<file path="src/rtl/multi_cycle_ctrl_pkg.sv">
// ============================================================================
// Module : mcc_pkg
// Shared encodings for the multi-cycle controller: states, instruction
// classes, opcode/funct values and datapath select codes.
// Rev    : 1.0  initial release
// ============================================================================
`default_nettype none

package mcc_pkg;

  typedef enum logic [2:0] {
    S_FETCH  = 3'd0,
    S_DECODE = 3'd1,
    S_EXE    = 3'd2,
    S_MEM    = 3'd3,
    S_WB     = 3'd4,
    S_JUMP   = 3'd5
  } state_t;

  typedef enum logic [3:0] {
    C_RTYPE_ALU = 4'd0,
    C_SLL       = 4'd1,
    C_ORI       = 4'd2,
    C_LUI       = 4'd3,
    C_LW        = 4'd4,
    C_SW        = 4'd5,
    C_BEQ       = 4'd6,
    C_JAL       = 4'd7,
    C_JR        = 4'd8,
    C_ILL       = 4'd9
  } iclass_t;

  localparam logic [5:0] c_op_rtype = 6'b000000;
  localparam logic [5:0] c_op_ori   = 6'b001101;
  localparam logic [5:0] c_op_lui   = 6'b001111;
  localparam logic [5:0] c_op_lw    = 6'b100011;
  localparam logic [5:0] c_op_sw    = 6'b101011;
  localparam logic [5:0] c_op_beq   = 6'b000100;
  localparam logic [5:0] c_op_jal   = 6'b000011;

  localparam logic [5:0] c_fn_addu  = 6'b100001;
  localparam logic [5:0] c_fn_subu  = 6'b100011;
  localparam logic [5:0] c_fn_sll   = 6'b000000;
  localparam logic [5:0] c_fn_jr    = 6'b001000;

  localparam logic [1:0] c_alu_add  = 2'b00;
  localparam logic [1:0] c_alu_sub  = 2'b01;
  localparam logic [1:0] c_alu_or   = 2'b10;

  localparam logic [1:0] c_wr_rt    = 2'b00;
  localparam logic [1:0] c_wr_rd    = 2'b01;
  localparam logic [1:0] c_wr_ra    = 2'b10;

  localparam logic [1:0] c_wd_alu   = 2'b00;
  localparam logic [1:0] c_wd_dm    = 2'b01;
  localparam logic [1:0] c_wd_pc4   = 2'b10;

endpackage

`default_nettype wire

</file>
<file path="src/rtl/multi_cycle_ctrl_if.sv">
// ============================================================================
// Module : multi_cycle_ctrl_if
// Controller <-> datapath bundle: instruction fields and flags in, selects out.
// Rev    : 1.0  initial release
// ============================================================================
`default_nettype none

interface multi_cycle_ctrl_if;
  logic [5:0] op;
  logic [5:0] funct;
  logic       zero;
  logic       PCWr;
  logic       IRWr;
  logic       RFWr;
  logic       DMWr;
  logic [1:0] WRsel;
  logic [1:0] WDsel;
  logic [1:0] ALUOp;
  logic       EXTOp;
  logic       Bsel;
  logic       LUIsel;
  logic       Sll;
  logic       Br;
  logic       Jal;
  logic       Jr;
  logic       instr_done;
  logic       illegal;
  logic [2:0] state;

  // master is the controller, slave is the datapath
  modport master (
    input  op, funct, zero,
    output PCWr, IRWr, RFWr, DMWr, WRsel, WDsel, ALUOp, EXTOp, Bsel,
           LUIsel, Sll, Br, Jal, Jr, instr_done, illegal, state
  );
  modport slave (
    output op, funct, zero,
    input  PCWr, IRWr, RFWr, DMWr, WRsel, WDsel, ALUOp, EXTOp, Bsel,
           LUIsel, Sll, Br, Jal, Jr, instr_done, illegal, state
  );
endinterface

`default_nettype wire

</file>
<file path="src/rtl/multi_cycle_ctrl_instr_decoder.sv">
// ============================================================================
// Module : instr_decoder
// Combinational op/funct classifier; sub flags subu within the R-type ALU class.
// Rev    : 1.0  initial release
// ============================================================================
`default_nettype none

module instr_decoder
  import mcc_pkg::*;
(
  input  wire logic [5:0] op,
  input  wire logic [5:0] funct,
  output iclass_t         cls,
  output logic            sub
);

  always_comb begin
    cls = C_ILL;
    sub = 1'b0;
    case (op)
      c_op_rtype: begin
        case (funct)
          c_fn_addu: cls = C_RTYPE_ALU;
          c_fn_subu: begin
            cls = C_RTYPE_ALU;
            sub = 1'b1;
          end
          c_fn_sll:  cls = C_SLL;
          c_fn_jr:   cls = C_JR;
          default:   cls = C_ILL;
        endcase
      end
      c_op_ori: cls = C_ORI;
      c_op_lui: cls = C_LUI;
      c_op_lw:  cls = C_LW;
      c_op_sw:  cls = C_SW;
      c_op_beq: cls = C_BEQ;
      c_op_jal: cls = C_JAL;
      default:  cls = C_ILL;
    endcase
  end

endmodule

`default_nettype wire

</file>
<file path="src/rtl/multi_cycle_ctrl.sv">
// ============================================================================
// Module : multi_cycle_ctrl
// Multi-cycle control FSM: sequences fetch/decode/execute/memory/writeback.
// Rev    : 1.0  initial release
// ============================================================================
`default_nettype none

module multi_cycle_ctrl
  import mcc_pkg::*;
(
  input  wire logic           clk,
  input  wire logic           reset,
  multi_cycle_ctrl_if.master  bus
);

  state_t     r_state;
  state_t     w_next;
  iclass_t    r_cls;
  logic       r_sub;
  iclass_t    w_dec_cls;
  logic       w_dec_sub;

  logic       w_pcwr, w_irwr, w_rfwr, w_dmwr;
  logic [1:0] w_wrsel, w_wdsel, w_aluop;
  logic       w_ext, w_bsel, w_lui, w_sll, w_br, w_jal, w_jr;
  logic       w_done, w_ill;

  instr_decoder u_dec (
    .op    (bus.op),
    .funct (bus.funct),
    .cls   (w_dec_cls),
    .sub   (w_dec_sub)
  );

  always_ff @(posedge clk) begin
    if (reset) begin
      r_state <= S_FETCH;
      r_cls   <= C_ILL;
      r_sub   <= 1'b0;
    end else begin
      r_state <= w_next;
      if (r_state == S_DECODE) begin
        r_cls <= w_dec_cls;
        r_sub <= w_dec_sub;
      end
    end
  end

  always_comb begin
    w_next  = r_state;
    w_pcwr  = 1'b0;
    w_irwr  = 1'b0;
    w_rfwr  = 1'b0;
    w_dmwr  = 1'b0;
    w_wrsel = c_wr_rt;
    w_wdsel = c_wd_alu;
    w_aluop = c_alu_add;
    w_ext   = 1'b0;
    w_bsel  = 1'b0;
    w_lui   = 1'b0;
    w_sll   = 1'b0;
    w_br    = 1'b0;
    w_jal   = 1'b0;
    w_jr    = 1'b0;
    w_done  = 1'b0;
    w_ill   = 1'b0;

    // datapath selects follow the latched class for the whole EXE/MEM/WB span
    if (r_state == S_EXE || r_state == S_MEM || r_state == S_WB) begin
      case (r_cls)
        C_RTYPE_ALU: begin
          w_wrsel = c_wr_rd;
          w_aluop = r_sub ? c_alu_sub : c_alu_add;
        end
        C_SLL: begin
          w_wrsel = c_wr_rd;
          w_sll   = 1'b1;
        end
        C_ORI, C_LUI: begin
          w_aluop = c_alu_or;
          w_bsel  = 1'b1;
          w_lui   = (r_cls == C_LUI);
        end
        C_LW: begin
          w_wdsel = c_wd_dm;
          w_bsel  = 1'b1;
          w_ext   = 1'b1;
        end
        C_SW: begin
          w_bsel  = 1'b1;
          w_ext   = 1'b1;
        end
        C_BEQ: begin
          w_aluop = c_alu_sub;
          w_br    = 1'b1;
        end
        default: ;
      endcase
    end

    case (r_state)
      S_FETCH: begin
        w_irwr = 1'b1;
        w_pcwr = 1'b1;
        w_next = S_DECODE;
      end
      S_DECODE: begin
        case (w_dec_cls)
          C_ILL: begin
            w_ill  = 1'b1;
            w_next = S_FETCH;
          end
          C_JAL, C_JR: w_next = S_JUMP;
          default:     w_next = S_EXE;
        endcase
      end
      S_EXE: begin
        case (r_cls)
          C_BEQ: begin
            w_pcwr = bus.zero;
            w_done = 1'b1;
            w_next = S_FETCH;
          end
          C_LW, C_SW:                        w_next = S_MEM;
          C_RTYPE_ALU, C_SLL, C_ORI, C_LUI:  w_next = S_WB;
          default:                           w_next = S_FETCH;
        endcase
      end
      S_MEM: begin
        if (r_cls == C_SW) begin
          w_dmwr = 1'b1;
          w_done = 1'b1;
          w_next = S_FETCH;
        end else begin
          w_next = S_WB;
        end
      end
      S_WB: begin
        w_rfwr = 1'b1;
        w_done = 1'b1;
        w_next = S_FETCH;
      end
      S_JUMP: begin
        w_pcwr = 1'b1;
        w_done = 1'b1;
        w_next = S_FETCH;
        if (r_cls == C_JAL) begin
          w_jal   = 1'b1;
          w_rfwr  = 1'b1;
          w_wrsel = c_wr_ra;
          w_wdsel = c_wd_pc4;
        end else begin
          w_jr    = 1'b1;
        end
      end
      default: w_next = S_FETCH;
    endcase
  end

  // reset forces every output low immediately, even mid-instruction
  assign bus.PCWr       = w_pcwr & ~reset;
  assign bus.IRWr       = w_irwr & ~reset;
  assign bus.RFWr       = w_rfwr & ~reset;
  assign bus.DMWr       = w_dmwr & ~reset;
  assign bus.WRsel      = reset ? 2'b00 : w_wrsel;
  assign bus.WDsel      = reset ? 2'b00 : w_wdsel;
  assign bus.ALUOp      = reset ? 2'b00 : w_aluop;
  assign bus.EXTOp      = w_ext  & ~reset;
  assign bus.Bsel       = w_bsel & ~reset;
  assign bus.LUIsel     = w_lui  & ~reset;
  assign bus.Sll        = w_sll  & ~reset;
  assign bus.Br         = w_br   & ~reset;
  assign bus.Jal        = w_jal  & ~reset;
  assign bus.Jr         = w_jr   & ~reset;
  assign bus.instr_done = w_done & ~reset;
  assign bus.illegal    = w_ill  & ~reset;
  assign bus.state      = reset ? 3'd0 : r_state;

endmodule

`default_nettype wire
</file>
<file path="src/flat_wrapper.sv">
// flat-port wrapper written by rule: the top's interface ports become plain ports
module multi_cycle_ctrl_flat import mcc_pkg::*;
  (clk, reset, bus_op, bus_funct, bus_zero, bus_PCWr, bus_IRWr, bus_RFWr, bus_DMWr, bus_WRsel, bus_WDsel, bus_ALUOp, bus_EXTOp, bus_Bsel, bus_LUIsel, bus_Sll, bus_Br, bus_Jal, bus_Jr, bus_instr_done, bus_illegal, bus_state);
  multi_cycle_ctrl_if bus_i ();
  input  wire logic clk;
  input  wire logic reset;
  input wire logic [$bits(bus_i.op)-1:0] bus_op;
  input wire logic [$bits(bus_i.funct)-1:0] bus_funct;
  input wire logic [$bits(bus_i.zero)-1:0] bus_zero;
  output wire logic [$bits(bus_i.PCWr)-1:0] bus_PCWr;
  output wire logic [$bits(bus_i.IRWr)-1:0] bus_IRWr;
  output wire logic [$bits(bus_i.RFWr)-1:0] bus_RFWr;
  output wire logic [$bits(bus_i.DMWr)-1:0] bus_DMWr;
  output wire logic [$bits(bus_i.WRsel)-1:0] bus_WRsel;
  output wire logic [$bits(bus_i.WDsel)-1:0] bus_WDsel;
  output wire logic [$bits(bus_i.ALUOp)-1:0] bus_ALUOp;
  output wire logic [$bits(bus_i.EXTOp)-1:0] bus_EXTOp;
  output wire logic [$bits(bus_i.Bsel)-1:0] bus_Bsel;
  output wire logic [$bits(bus_i.LUIsel)-1:0] bus_LUIsel;
  output wire logic [$bits(bus_i.Sll)-1:0] bus_Sll;
  output wire logic [$bits(bus_i.Br)-1:0] bus_Br;
  output wire logic [$bits(bus_i.Jal)-1:0] bus_Jal;
  output wire logic [$bits(bus_i.Jr)-1:0] bus_Jr;
  output wire logic [$bits(bus_i.instr_done)-1:0] bus_instr_done;
  output wire logic [$bits(bus_i.illegal)-1:0] bus_illegal;
  output wire logic [$bits(bus_i.state)-1:0] bus_state;
  assign bus_i.op = bus_op;
  assign bus_i.funct = bus_funct;
  assign bus_i.zero = bus_zero;
  assign bus_PCWr = bus_i.PCWr;
  assign bus_IRWr = bus_i.IRWr;
  assign bus_RFWr = bus_i.RFWr;
  assign bus_DMWr = bus_i.DMWr;
  assign bus_WRsel = bus_i.WRsel;
  assign bus_WDsel = bus_i.WDsel;
  assign bus_ALUOp = bus_i.ALUOp;
  assign bus_EXTOp = bus_i.EXTOp;
  assign bus_Bsel = bus_i.Bsel;
  assign bus_LUIsel = bus_i.LUIsel;
  assign bus_Sll = bus_i.Sll;
  assign bus_Br = bus_i.Br;
  assign bus_Jal = bus_i.Jal;
  assign bus_Jr = bus_i.Jr;
  assign bus_instr_done = bus_i.instr_done;
  assign bus_illegal = bus_i.illegal;
  assign bus_state = bus_i.state;
  multi_cycle_ctrl u_core (.clk(clk), .reset(reset), .bus(bus_i));
endmodule
</file>
<file path="config.mk">
export PLATFORM = sky130hd
export DESIGN_NAME = multi_cycle_ctrl_flat
export DESIGN_NICKNAME = d
export VERILOG_FILES = /design/src/rtl/multi_cycle_ctrl_pkg.sv /design/src/rtl/multi_cycle_ctrl_if.sv /design/src/rtl/multi_cycle_ctrl_instr_decoder.sv /design/src/rtl/multi_cycle_ctrl.sv /design/src/flat_wrapper.sv
export SDC_FILE = /design/constraint.sdc
export NUM_CORES = 1
export LEC_CHECK = 0
export ABC_AREA = 1
export CAP_MARGIN = 20
export CORE_MARGIN = 5
export CORE_UTILIZATION = 39
export CTS_BUF_LIST = sky130_fd_sc_hd__clkbuf_8
export CTS_CLUSTER_SIZE = 40
export DETAILED_ROUTE_END_ITERATION = 10
export PLACE_DENSITY = 0.82
export SYNTH_ARGS = -nofsm -noshare
export SYNTH_HDL_FRONTEND = slang
export SYNTH_SLANG_ARGS = --single-unit
</file>
<file path="constraint.sdc">
create_clock -name clk -period 1.6 [get_ports clk]
set_input_delay 0.48 -clock clk [delete_from_list [all_inputs] [get_ports clk]]
set_output_delay 0.48 -clock clk [all_outputs]
set_load 0.05 [all_outputs]
</file>
==> out/results.md, run 1 <==
• Resized Gates After CTS: 116
• synthesized area per cell: 5.76 µm²
• top cell type by total area after synthesis: sky130_fd_sc_hd__dfxtp_1
• Chip Width: 56.3 µm
• number of storage elements in the synthesis netlist: 8
• primary flip-flop cell chosen by synthesis mapping: sky130_fd_sc_hd__dfxtp_1
• Post-Syn Instances: 145
• error that ended the run: [ERROR DPL-0038] Utilization greater than 100%, impossible to legalize
• Post-Synthesis Net Count: 163
• global placer's final weighted congestion: 0.856
• htree depth: 1
• IO Count: 37
• Async SR Flop Fraction: 0%
• most common library cells after synthesis: sky130_fd_sc_hd__nor2_1, sky130_fd_sc_hd__inv_1, sky130_fd_sc_hd__nand2_1, sky130_fd_sc_hd__nand3_1, sky130_fd_sc_hd__a21oi_1
• number of cell rows: 16
• Distinct cells, synth: 24
• placed standard-cell area: 0.00193 mm²
• # Post-CTS Setup Buffers: 23
• biggest area contributors in the synthesized netlist: sky130_fd_sc_hd__dfxtp_1, sky130_fd_sc_hd__nor2_1, sky130_fd_sc_hd__inv_1
• netlist area before placement: 836 µm²
• half-perimeter wire length of the detailed placement result: 3960 µm
• Inserted Clock Buffers: 3
• Warnings, synthesis: 0
• sequential area share after synthesis: 19.2%
• number of flops mapped to enable cells by yosys: 0
• vertical die dimension: 56.3 µm
• starting density of the core: 41.8%
• CTS max path bufs: 2
• stage where the flow stopped: 4_1_cts
• number of clock sinks: 8
• root buf cell: sky130_fd_sc_hd__clkbuf_8
• worst slack after detailed placement: -0.941 ns
• hold buffers post-CTS: 0
• cell count after placement: 242
• most repeated cell in the gate-level netlist after synthesis: sky130_fd_sc_hd__nor2_1
• outcome: did not finish
• post-synth top area share: 19.2%
• port buffer count: 36
-- cells by family after synthesis --
logic type | after synthesis | synth area share, %
AOI/OAI and AO/OA | 22 | 15.6
adders and majority gates | 3 | 4.49
buffers and inverters | 30 | 14.8
DFF | 8 | 19.2
and+or+nand+nor | 82 | 46.0
-- metrics by stage --
step	setup TNS (ns)	hold WS (ns)
floorplan	-4.78	0.468
global placement	-16.16	0.538
detailed placement	-18.30	0.543
==> inputs of run 2 (changes only) <==
--- a/config.mk
+++ b/config.mk
@@ -7,12 +7,10 @@
 export LEC_CHECK = 0
 export ABC_AREA = 1
 export CAP_MARGIN = 20
-export CORE_MARGIN = 5
-export CORE_UTILIZATION = 39
-export CTS_BUF_LIST = sky130_fd_sc_hd__clkbuf_8
-export CTS_CLUSTER_SIZE = 40
+export CORE_AREA = 5 5 66 68
 export DETAILED_ROUTE_END_ITERATION = 10
-export PLACE_DENSITY = 0.82
+export DIE_AREA = 0 0 71 73
+export PLACE_DENSITY_LB_ADDON = 0.15
 export SYNTH_ARGS = -nofsm -noshare
 export SYNTH_HDL_FRONTEND = slang
 export SYNTH_SLANG_ARGS = --single-unit
==> constraint.sdc (replaced) <==
create_clock -name clk -period 2.1 [get_ports clk]
set_input_delay 0.63 -clock clk [delete_from_list [all_inputs] [get_ports clk]]
set_output_delay 0.63 -clock clk [all_outputs]
set_load 0.05 [all_outputs]
==> out/results.md, run 2 <==
• biggest area contributors in the synthesized netlist: sky130_fd_sc_hd__dfxtp_1, sky130_fd_sc_hd__nor2_1, sky130_fd_sc_hd__inv_1
• grt total ovfl: 0
• clk_lat worst skew: 0.22 ns
• min Tclk post-route: 2.38 ns
• sequential area share after synthesis: 19.2%, unchanged
• placed standard-cell area: 0.00174 mm², -10%
• worst-path maximum fanout: 3
• violated checks: negative setup slack
• number of storage elements in the synthesis netlist: 8, unchanged
• most common cell after layout, fill and taps aside: sky130_fd_sc_hd__buf_4
• area growth from synthesis to final layout: 154%
• Max-Cap Viols: 0
• via count of the first global-routing pass: 1180
• starting density of the core: 22.0%, -20 points
• DRC violation count after routing: 0
• vertical die dimension: 73 µm, +30%
• count of final setup violators: 8
• Warnings, synthesis: 0, unchanged
• pin slew with the least headroom to its limit: 0.373 ns
• top cell type by total area after synthesis: sky130_fd_sc_hd__dfxtp_1
• number of flip-flops in the largest register: 4
• primary flip-flop cell chosen by synthesis mapping: sky130_fd_sc_hd__dfxtp_1
• Post-Syn Instances: 145, unchanged
• maximum number of pins on one net before global-route repair: 11
• overall routed net length: 3250 µm
• Distinct cells, synth: 24, unchanged
• critical path required time: 1.47 ns
• antenna violations before repair: 0
• area of the core: 0.00380 mm²
• Critical Path Most Common Cell: sky130_fd_sc_hd__nor2_2
• port buffer count: 36, unchanged
• global placer's final weighted congestion: 0.832, -2.9%
• number of antenna cells inserted: 0
• outcome: complete, but fails checks
• CTS tree: yes
• post-route ant nets: 0
• critical path launch point type: input pin
• die footprint: 0.00518 mm²
• worst slack after detailed placement: -0.681 ns, +0.261 ns
• Async SR Flop Fraction: 0%, unchanged
• CTS max path bufs: 2, unchanged
• worst clock skew: 0.000617 ns
• Arrival @ worst endpoint: 1.75 ns
• aggregate global-route resource usage: 12.4%
• synthesized area per cell: 5.76 µm², unchanged
• htree depth: 1, unchanged
• worst vdd ir: 0.000149 V
• largest reg by FF count: u_core.r_cls
• number of cell rows: 23, +7
• Pre-Repair DR Iteration Count: 4
• IO Count: 37, unchanged
• type of the worst setup path: input pin to output pin
• Vias per Instance: 4.39
• wire length of the first global-routing pass: 5180 µm
• Non-Filler Cell Area, Final: 0.00212 mm²
• PnR worst setup slack: -0.277 ns
• post-synth top area share: 19.2%, unchanged
• layout cell share with drive strength beyond 1: 62.8%
• most repeated cell in the gate-level netlist after synthesis: sky130_fd_sc_hd__nor2_1
• root buf cell: sky130_fd_sc_hd__clkbuf_8
• Max Clock Freq: 0.421 GHz
• commonest cells after routing, fill and taps aside: sky130_fd_sc_hd__buf_4, sky130_fd_sc_hd__buf_12, sky130_fd_sc_hd__inv_1, sky130_fd_sc_hd__nor2_1, sky130_fd_sc_hd__nand2_1
• count of pins over their slew limit: 0
• most common library cells after synthesis: sky130_fd_sc_hd__nor2_1, sky130_fd_sc_hd__inv_1, sky130_fd_sc_hd__nand2_1, sky130_fd_sc_hd__nand3_1, sky130_fd_sc_hd__a21oi_1
• clock-pin transition on the worst setup and hold timing paths: 0.04 ns
• Final Hold Viols: 0
• maximum cell stage delay along the critical path: 0.26 ns
• power density relative to cell area: 280 mW/mm²
• wire length per cell after detailed routing: 11.8 µm
• total vias in the final route: 1212
• number of flops mapped to enable cells by yosys: 0, unchanged
• unrepaired setup endpoints after global routing: yes
• netlist area before placement: 836 µm², unchanged
• hold buffers post-CTS: 0, unchanged
• starting DRC count in detailed routing: 40
• static leakage power: 0.000913 µW
• Inserted Clock Buffers: 3, unchanged
• period utilisation layout: 113%
• critical path's slowest cell: sky130_fd_sc_hd__dlygate4sd2_1
• Slew headroom: 75.0%
• half-perimeter wire length of the detailed placement result: 2420 µm, -39%
• Post-Synthesis Net Count: 163, unchanged
• path category of the worst min-delay check: flip-flop to flip-flop
• Chip Width: 71 µm, +26%
• number of nets at the end of the flow: 246
• largest registers: u_core.r_cls x4, u_core.r_state x3, u_core.r_sub x1
• number of clock sinks: 8, unchanged
• crit path capture type: output pin
• Final Power: 594 µW
• ordered list of cells on the worst path: dlygate4sd2_1 > nor2_2 > nand3_2 > nand2_2 > nor2_2 > nor2_2 > nand2_1 > nand2_2 > nor2_4 > buf_12
-- run 2: cell counts after synthesis --
Identical to the previous run, type by type.
-- run 2: logic make-up (layout without fill, tap and decap cells) --
group           after synthesis  in the layout  synth area share [%]
simple gates                 82             82                  46.0
compound gates               22             22                  15.6
buf+inv                      30            111                  14.8
flops                         8              8                  19.2
fa+ha+maj                     3              3                  4.49
-- run 2: timing repair --
action                     CTS  global route
resized for setup           80            24
setup endpoints to repair   22            17
pin swaps                   24            20
buffers inserted            11            12
-- run 2: power by group --
part / total [µW] / internal (µW) / leakage (µW) / switching (µW)
Combinational: 237 / 111 / 0.000824 / 126
Sequential: 178 / 164 / 0.0000680 / 13.7
Clock: 179 / 124 / 0.0000216 / 55.5
-- run 2: final timing paths --
path,end,slack [ns],cells past startpoint,start
max,bus_illegal,-0.28,10,bus_funct[3]
min,u_core.r_cls[3],0.48,2,u_core.r_cls[3]
max reg2reg,u_core.r_cls[0],0.70,9,u_core.r_state[0]
min reg2reg,u_core.r_cls[3],0.48,2,u_core.r_cls[3]
-- run 2: critical path, delay by kind of cell --
family	cells	cell delay, ns
AND/OR/NAND/NOR	8	0.71
buffers and inverters	2	0.40
-- run 2: layer usage --
metal / GRT usage [%] / vias up / routed length [µm]
met1: 14.0 / 544 / 1250
li1: - / 625 / -
met2: 21.2 / 37 / 1760
met4: 7.93 / 0 / 74
met5: 0 / - / 0
met3: 2.62 / 6 / 156
-- run 2: final cells by class --
cell class,instances,area (µm²)
clock buffer,3,41.3
multi-input combinational,107,782
timing repair buffer,82,962
tap,50,62.6
inverter,26,100
fill,369,1680
sequential,8,173
-- run 2: per-stage QoR --
step	instances	setup TNS, ns	hold slack, ns	util [%]
floorplan	145	-3.00	0.451	-
global placement	251	-9.31	0.466	45.7
detailed placement	251	-9.40	0.473	45.7
CTS	265	-0.413	0.481	51.4
global route	276	-1.44	0.501	55.8
finish	276	-0.457	0.477	55.8
(Power assumes the default switching activity.)
